## src/rtl/ib_lut_pkg.sv

```systemverilog
// Shared definitions for the IB-VNU LUT loader and the IB RAM wrappers:
// loader FSM states, page-count derivation and LUT word width.
package ib_lut_pkg;

  localparam int LUT_PORT_SIZE_D = 3;
  localparam int BANK_NUM_D      = 2;
  localparam int LUT_WORD_W      = LUT_PORT_SIZE_D * BANK_NUM_D;

  typedef enum logic [1:0] {
    ST_IDLE = 2'd0,
    ST_LOAD = 2'd1,
    ST_DONE = 2'd2
  } load_state_t;

  // The page address MSB selects the slot, so each slot holds 2^(ENTRY_ADDR-1) pages.
  function automatic int page_num(input int entry_addr);
    return 1 << (entry_addr - 1);
  endfunction

endpackage

```

## src/rtl/ib_slot_pingpong.sv

```systemverilog
// Active-slot ping-pong: toggles the read slot only while the loader is idle,
// deferring any swap request that arrives during (or with the start of) a load.
module ib_slot_pingpong
  import ib_lut_pkg::*;
(
  input  logic clk,
  input  logic rst,
  input  logic swap_req,
  input  logic idle,
  input  logic load_start,
  output logic read_addr_offset,
  output logic swap_pending,
  output logic active_next
);

  logic toggle_now;

  // A start in the same idle cycle wins; the swap is parked until the load ends.
  assign toggle_now  = idle & (swap_pending | (swap_req & ~load_start));
  assign active_next = read_addr_offset ^ toggle_now;

  always_ff @(posedge clk) begin
    if (rst) begin
      read_addr_offset <= 1'b0;
      swap_pending     <= 1'b0;
    end else begin
      read_addr_offset <= active_next;
      if (toggle_now)
        swap_pending <= 1'b0;
      else if (swap_req)
        swap_pending <= 1'b1;
    end
  end

endmodule

```

## src/rtl/ib_vnu_lut_loader.sv

```systemverilog
// Streams one iteration's LUT words into the inactive slot of the IB-VNU LUT RAMs
// and exports the active slot to the read datapath.
module ib_vnu_lut_loader
  import ib_lut_pkg::*;
#(
  parameter int LUT_PORT_SIZE   = LUT_PORT_SIZE_D,
  parameter int BANK_NUM        = BANK_NUM_D,
  parameter int ENTRY_ADDR      = 5,
  parameter int MULTI_FRAME_NUM = 2,
  parameter int ITER_MAX        = 8
) (
  input  logic                              write_clk,
  input  logic                              rst,
  input  logic                              load_start,
  input  logic [LUT_PORT_SIZE*BANK_NUM-1:0] lut_data,
  input  logic                              lut_valid,
  output logic                              lut_ready,
  input  logic                              swap_req,
  output logic [ENTRY_ADDR-1:0]             page_addr_ram,
  output logic [LUT_PORT_SIZE*BANK_NUM-1:0] ram_write_data_1,
  output logic                              ib_ram_we,
  output logic                              read_addr_offset,
  output logic                              load_busy,
  output logic                              load_done,
  output logic                              swap_pending,
  output logic [$clog2(ITER_MAX)-1:0]       iter_cnt
);

  localparam int PAGE_W   = ENTRY_ADDR - 1;
  localparam int PAGE_NUM = page_num(ENTRY_ADDR);
  localparam int ITER_W   = $clog2(ITER_MAX);
  localparam int SLOT_W   = $clog2(MULTI_FRAME_NUM);

  load_state_t       state;
  logic [PAGE_W-1:0] page_cnt;
  logic [SLOT_W-1:0] write_slot;
  logic              idle;
  logic              active_next;
  logic              beat;
  logic              last_beat;

  assign idle      = (state == ST_IDLE);
  assign beat      = (state == ST_LOAD) & lut_valid & lut_ready;
  assign last_beat = beat & (page_cnt == PAGE_W'(PAGE_NUM - 1));

  ib_slot_pingpong u_pingpong (
    .clk              (write_clk),
    .rst              (rst),
    .swap_req         (swap_req),
    .idle             (idle),
    .load_start       (load_start),
    .read_addr_offset (read_addr_offset),
    .swap_pending     (swap_pending),
    .active_next      (active_next)
  );

  always_ff @(posedge write_clk) begin
    if (rst) begin
      state            <= ST_IDLE;
      page_cnt         <= '0;
      write_slot       <= '0;
      lut_ready        <= 1'b0;
      load_busy        <= 1'b0;
      load_done        <= 1'b0;
      ib_ram_we        <= 1'b0;
      page_addr_ram    <= '0;
      ram_write_data_1 <= '0;
      iter_cnt         <= '0;
    end else begin
      ib_ram_we <= 1'b0;
      load_done <= 1'b0;

      // Write port stage: address/data/strobe presented one cycle after the beat.
      if (beat) begin
        ram_write_data_1 <= lut_data;
        page_addr_ram    <= {write_slot, page_cnt};
        ib_ram_we        <= 1'b1;
        page_cnt         <= page_cnt + 1'b1;
      end

      unique case (state)
        ST_IDLE: begin
          if (load_start) begin
            state      <= ST_LOAD;
            page_cnt   <= '0;
            write_slot <= SLOT_W'(~active_next);
            lut_ready  <= 1'b1;
            load_busy  <= 1'b1;
          end
        end
        ST_LOAD: begin
          if (last_beat) begin
            state     <= ST_DONE;
            lut_ready <= 1'b0;
            load_busy <= 1'b0;
            load_done <= 1'b1;
            iter_cnt  <= (iter_cnt == ITER_W'(ITER_MAX - 1)) ? '0 : iter_cnt + 1'b1;
          end
        end
        ST_DONE: state <= ST_IDLE;
        default: state <= ST_IDLE;
      endcase
    end
  end

endmodule
```

## config.mk

```make
export PLATFORM = sky130hd
export DESIGN_NAME = ib_vnu_lut_loader
export DESIGN_NICKNAME = d
export VERILOG_FILES = /design/src/rtl/ib_lut_pkg.sv /design/src/rtl/ib_slot_pingpong.sv /design/src/rtl/ib_vnu_lut_loader.sv
export SDC_FILE = /design/constraint.sdc
export NUM_CORES = 1
export LEC_CHECK = 0
export CAP_MARGIN = 30
export CORE_MARGIN = 2
export CORE_UTILIZATION = 48
export DETAILED_ROUTE_END_ITERATION = 6
export DONT_BUFFER_PORTS = 1
export PLACE_DENSITY_LB_ADDON = 0.05
export SLEW_MARGIN = 20
export SYNTH_ARGS = -nofsm -noshare
export SYNTH_HDL_FRONTEND = slang
export SYNTH_SLANG_ARGS = --single-unit
```

## constraint.sdc

```tcl
create_clock -name write_clk -period 1.2 [get_ports write_clk]
set_input_delay 0.24 -clock write_clk [delete_from_list [all_inputs] [get_ports write_clk]]
set_output_delay 0.24 -clock write_clk [all_outputs]
set_load 0.05 [all_outputs]
```

==> key figures, run 1 <==
Power
  – PD cells: 1070 mW/mm^2
  – VDD IR-drop max: 1.07 mV
  – LEAKAGE: 0.000624 uW

Worst setup path
  – CP endpoint kind: register
  – CP Class: reg2reg
  – Max incr delay on CP: 0.49 ns
  – Worst path bufs/invs: 0
  – CP startpoint kind: register
  – CP delay by family, top: simple AND/OR/NAND/NOR gates
  – CP required: 1.47 ns
  – Data arrival, critical path: 1.60 ns
  – Critical-path cell list: ha_4 > nand3_2 > or4_4 > a21oi_2
  – CP Max Fanout: 4
  – Flop2flop setup slack: -0.13 ns
  – Slowest CP cell: or4_4

Clocking
  – H-tree Lvls: 1
  – CTS sink cnt: 26
  – CTS clk-pin slew, worst paths: 0.14 ns
  – CTS root buf: clkbuf_4
  – CTS buffer count: 3
  – Clk_lat worst skew: 0.33 ns
  – Clock Path Buffers: 2
  – CTS tree: yes

Global routing
  – Total GRT Usage: 0.198
  – Largest net degree at the start of global routing: 26
  – GRT Residual Overflow: 0
  – Initial antenna violation count: 0
  – First-pass GRT wire length: 3730 microns
  – Vias in the first global route: 909

Route
  – DR DRC count: 0
  – DR iter-0 viols: 7
  – Routed vias/inst: 5.13
  – Post-route ant nets: 0
  – DRT Pass-1 Iters: 3
  – Overall routed net length: 2470 microns
  – WL per Instance: 13.8 microns
  – Total number of vias: 919

Timing
  – Final Skew: 0.00528 ns
  – Worst Hold Slack: -0.0465 ns
  – Final Max Slew Viols: 0
  – Final worst path period need: 1.33 ns
  – Final setup TNS: -0.636 ns
  – Fmax: 750 MHz
  – Slew Limit Headroom: 0.830
  – Fraction of the cycle the final worst path needs: 1.11
  – Hold Fails Final Rpt: 20
  – Final setup vio count: 14
  – Worst Tran Pin Value: 0.256 ns
  – Final worst slack: -0.133 ns
  – RSZ-0062 raised after global routing: yes

Outcome
  – Failing checks: negative hold slack, negative setup slack
  – Status: complete, but fails checks

Placed design
  – Cell Area, Placed: 0.00130 sq mm
  – Post-DP HPWL: 1440 microns
  – Routability cong.: 0.742
  – Worst slack, placed: -0.109 ns
  – PortBufs: 0

Layout
  – Util after Layout: 0.828
  – Area growth, synth to finish: 62.2%
  – Share of cells above drive strength 1: 0.605
  – Final instance area: 0.00164 sq mm
  – N_diodes: 0
  – Fin nets: 167

Synthesis
  – Sequential area share after synthesis: 0.514
  – Synth area leader: dfxtp_1
  – Synth area leaders: dfxtp_1, nand2_1, a21oi_1
  – Synthesis-stage register bit count: 26
  – Synth cell types: 28
  – Syn nets: 132
  – Ys async rst share: 0
  – Commonest cells in the netlist: dfxtp_1, nand2_1, a21oi_1, nor2_1
  – Post-synth EDFFs: 0
  – Synth top area share: 0.514
  – Synth Flop Type: dfxtp_1
  – Syn Inst Count: 118
  – Synthesized area: 0.00101 sq mm
  – YS warnings: 0
  – Syn Area/Cell: 8.58 sq um

Floorplanning
  – Die ar.: 0.00249 sq mm
  – Die Ht: 49.9 microns
  – Die X: 49.9 microns
  – Area of the core: 0.00198 sq mm
  – # IOs: 31
  – Starting density of the core: 0.511
  – Row cnt: 16

Worst hold path
  – Hold WC Path Type: in2reg

Flow run
  – MaxCap Viol Count: 0
==> through the flow <==
stage / total power (uW) / hold slack [ns] / instances
2_1_floorplan: 1070 / 0.354 / 118
3_3_place_gp: 1120 / 0.303 / 169
3_5_place_dp: 1120 / 0.309 / 169
4_1_cts: 1750 / -0.0630 / 177
5_1_grt: 1810 / -0.0761 / 179
6_report: 1760 / -0.0465 / 179
==> flip-flops by register name, summed over array words and instances (netlist names), 2 cells and up <==
register,cells
ram_write_data_1,6
page_addr_ram,5
page_cnt,4
state,2
iter_cnt,3
==> per-layer routing <==
| metal | global-route usage | share of wire |
|---|---|---|
| met1 | 0.199 | 0.40 |
| met2 | 0.380 | 0.54 |
| met3 | 0.0485 | 0.045 |
| met4 | 0.0833 | 0.015 |
| met5 | 0 | 0 |
==> what timing repair did <==
action / in CTS / in global routing
endpoints found under the hold margin: 20 / 20
cloned: 1 / 0
gates resized for setup: 23 / 42
pin swaps: 7 / 15
endpoints found under the setup margin: 10 / 23
buffers inserted: 3 / 2
==> layout by cell type (no fill, tap or decap), drive strengths merged, types with 3 or more instances in the layout <==
| cell | n |
|---|---|
| nor2 | 8 |
| dfxtp | 26 |
| nor3 | 3 |
| nand3 | 4 |
| clkbuf | 3 |
| ha | 3 |
| nand2 | 26 |
| a21oi | 17 |
| buf | 37 |
| o21ai | 4 |
==> logic make-up after synthesis <==
group,count (synthesis),share of synthesized area
and+or+nand+nor,52,0.241
DFF,26,0.514
AOI/OAI and AO/OA,25,0.132
buffers and inverters,8,0.0371
adders and majority gates,3,0.0371
xor gates and xnor gates,2,0.0173
muxes,2,0.0210
==> cell type report <==
class | count | area, sq um
sequential | 26 | 544
fill | 121 | 340
timing repair buffer | 37 | 345
clock buffer | 3 | 22.5
multi-input combinational | 84 | 662
tap | 27 | 33.8
clock inverter | 1 | 30.0
inverter | 1 | 3.75
==> report_power, final <==
group | switching (uW) | internal [uW] | leakage (uW)
clock | 261 | 338 | 0.0000279
sequential | 18.3 | 883 | 0.000217
combinational | 142 | 117 | 0.000379
==> worst register-to-register path, stage by stage, from the launching register on <==
cell	delay, ns
dfxtp_2	0.39
ha_4	0.16
nand3_2	0.09
or4_4	0.49
a21oi_2	0.14
==> final timing paths <==
kind | cells past startpoint | start | to
setup / recovery | 4 | page_cnt[0]$_SDFF_PP0_ | iter_cnt[0]$_SDFFE_PP0P_
hold / removal | 1 | rst | iter_cnt[1]$_SDFFE_PP0P_
setup reg to reg | 4 | page_cnt[0]$_SDFF_PP0_ | iter_cnt[0]$_SDFFE_PP0P_
hold reg to reg | 2 | page_addr_ram[1]$_SDFFE_PP0P_ | page_addr_ram[1]$_SDFFE_PP0P_
No activity file was read; power rests on OpenSTA's default activity.
==> run 2, diff against run 1 <==
PLACE_DENSITY = 0.68   (was not set)
PLACE_DENSITY_LB_ADDON = not set   (was 0.05)
clock period = 1.41 ns   (was 1.2 ns; I/O delays follow)
==> key figures, run 2 (synthesis results as in run 1) <==
Outcome
  – Status: finished clean (was complete, but fails checks)

Route
  – DR iter-0 viols: 11 (was 7)
  – DRT Pass-1 Iters: 4 (was 3)
  – DR DRC count: 0 (unchanged)
  – Post-route ant nets: 0 (unchanged)
  – Total number of vias: 854 (was 919)
  – WL per Instance: 13.2 microns (was 13.8 microns)
  – Overall routed net length: 2120 microns (was 2470 microns)
  – Routed vias/inst: 5.34 (was 5.13)

Timing
  – Final Max Slew Viols: 0 (unchanged)
  – Final setup vio count: 0 (was 14)
  – Final Skew: 0.00276 ns (was 0.00528 ns)
  – Fraction of the cycle the final worst path needs: 0.961 (was 1.11)
  – Final worst path period need: 1.35 ns (was 1.33 ns)
  – Fmax: 738 MHz (was 750 MHz)
  – Worst Tran Pin Value: 0.558 ns (was 0.256 ns)
  – Slew Limit Headroom: 0.627 (was 0.830)
  – Hold Fails Final Rpt: 0 (was 20)

Power
  – PD cells: 1140 mW/mm^2 (was 1070 mW/mm^2)
  – Pwr Total: 1440 uW (was 1760 uW)
  – VDD IR-drop max: 0.858 mV (was 1.07 mV)
  – LEAKAGE: 0.000460 uW (was 0.000624 uW)

Global routing
  – Initial antenna violation count: 0 (unchanged)
  – Total GRT Usage: 0.187 (was 0.198)
  – Met3 usage: 0.0424 (was 0.0485)
  – Met2 usage: 0.309 (was 0.380)
  – GR peak layer: met2 (unchanged)
  – GRT Residual Overflow: 0 (unchanged)
  – Vias in the first global route: 790 (was 909)
  – GR Layer Usage met1: 0.219 (was 0.199)
  – Largest net degree at the start of global routing: 16 (was 26)
  – First-pass GRT wire length: 3510 microns (was 3730 microns)

Clocking
  – CTS root buf: clkbuf_4 (unchanged)
  – Clk_lat worst skew: 0.32 ns (was 0.33 ns)
  – CTS tree: yes (unchanged)
  – CTS sink cnt: 26 (unchanged)
  – CTS buffer count: 3 (unchanged)
  – Clock Path Buffers: 2 (unchanged)
  – CTS clk-pin slew, worst paths: 0.14 ns (about the same)
  – H-tree Lvls: 1 (unchanged)

Layout
  – Commonest non-fill, non-tap cell in the layout: nand2_1 (was buf_4)
  – Util after Layout: 0.636 (was 0.828)
  – Most frequent cells in the layout: nand2_1, dfxtp_1, a21oi_1 (was buf_4, nand2_1, dfxtp_1)
  – Max FFs per register: 6 (unchanged)
  – Multi-input gate area: 483 sq um (was 662 sq um)
  – Fin nets: 148 (was 167)
  – Top reg by flops: ram_write_data_1 (unchanged)
  – Fillers: 174 (was 121)
  – Register area: 533 sq um (was 544 sq um)
  – N_diodes: 0 (unchanged)
  – Biggest regs: ram_write_data_1 (6), page_addr_ram (5), page_cnt (4) (unchanged)
  – Share of cells above drive strength 1: 0.233 (was 0.605)
  – Area growth, synth to finish: 24.6% (was 62.2%)

Worst setup path
  – Slowest CP cell: dfxtp_1 (was or4_4)
  – CP endpoint kind: register (unchanged)
  – CP startpoint kind: register (unchanged)
  – CP Class: reg2reg (unchanged)
  – Data arrival, critical path: 1.58 ns (was 1.60 ns)
  – Flop2flop setup slack: 0.06 ns (was -0.13 ns)
  – CP required: 1.63 ns (was 1.47 ns)
  – Max incr delay on CP: 0.36 ns (was 0.49 ns)
  – CP Max Fanout: 12 (was 4)
  – Critical-path cell list: nand4b_1 > buf_4 > o31ai_1 > a21oi_1 (was ha_4 > nand3_2 > or4_4 > a21oi_2)

Placed design
  – PortBufs: 0 (unchanged)
  – Routability cong.: 0.663 (was 0.742)
  – Post-DP HPWL: 1420 microns (was 1440 microns)

Floorplanning
  – # IOs: 31 (unchanged)
  – Area of the core: 0.00198 sq mm (unchanged)
  – Die ar.: 0.00249 sq mm (unchanged)
  – Starting density of the core: 0.511 (unchanged)
  – Die Ht: 49.9 microns (unchanged)
  – Die X: 49.9 microns (unchanged)
  – Row cnt: 16 (unchanged)

Flow run
  – MaxCap Viol Count: 0 (unchanged)

Worst hold path
  – Hold WC Path Type: in2reg (unchanged)
==> run 2: changes by cell type in the layout (fill, tap and decap cells not counted), sizes merged <==
| cell | previous run | this run |
|---|---|---|
| buf | 37 | 15 |
| dlygate4sd3 | 0 | 3 |
==> run 2: area by class of cell <==
cell class / count / share of cell area
Clock buffer: 3 / 0.0179
Clock inverter: 1 / 0.0238
Inverter: 1 / 0.00298
Multi-Input combinational cell: 84 / 0.383
Sequential cell: 26 / 0.423
Tap cell: 27 / 0.0268
Timing Repair Buffer: 18 / 0.123
==> run 2: path summary, 6_finish.rpt <==
kind                                                       start                          endpoint  depth (start not counted)
worst max register to register             state[1]$_SDFFE_PP0P_            page_cnt[3]$_SDFF_PP0_                          4
worst min-delay path                                         rst             state[1]$_SDFFE_PP0P_                          1
worst min register to register  ram_write_data_1[4]$_SDFFE_PP0P_  ram_write_data_1[4]$_SDFFE_PP0P_                          2
worst max-delay path                       state[1]$_SDFFE_PP0P_            page_cnt[3]$_SDFF_PP0_                          4
==> run 2: layer usage <==
layer / part of all wire / vias up
met5: 0 / -
met4: 0.018 / 0
met3: 0.053 / 4
met2: 0.52 / 20
met1: 0.41 / 395
li1: - / 435
==> run 2: worst max-delay path, delay by kind of cell (launching register included) <==
family                 cells  cell delay (ns)
DFF                        1             0.36
and+or+nand+nor            1             0.25
buffers and inverters      1             0.23
AOI/OAI and AO/OA          2             0.40
==> run 2: repair_timing <==
action / 4_1_cts / 5_1_grt
gates resized for setup: 4 / 1
pin swaps: 2 / 0
hold buffers: 2 / 1
endpoints found under the setup margin: 1 / 1
hold endpoints to repair: 14 / 4
buffers inserted: 1 / 1
==> run 2: where the power goes <==
| group | switching, uW | total, uW | internal [uW] |
|---|---|---|---|
| logic | 91.1 | 147 | 55.7 |
| registers | 29.5 | 782 | 753 |
| clock network | 224 | 512 | 288 |
==> run 2: metrics by stage <==
stage	setup WS [ns]	cells	cell area, sq um	hold slack, ns	TNS, ns
after floorplan	0.00463	118	1030	0.396	0
after global placement	0.0747	151	1140	0.345	0
after detailed placement	0.00940	151	1140	0.350	0
after CTS	0.000444	158	1230	0.00131	0
after global routing	-0.0412	160	1260	0.00431	-0.0412
final	0.0552	160	1260	0.00820	0
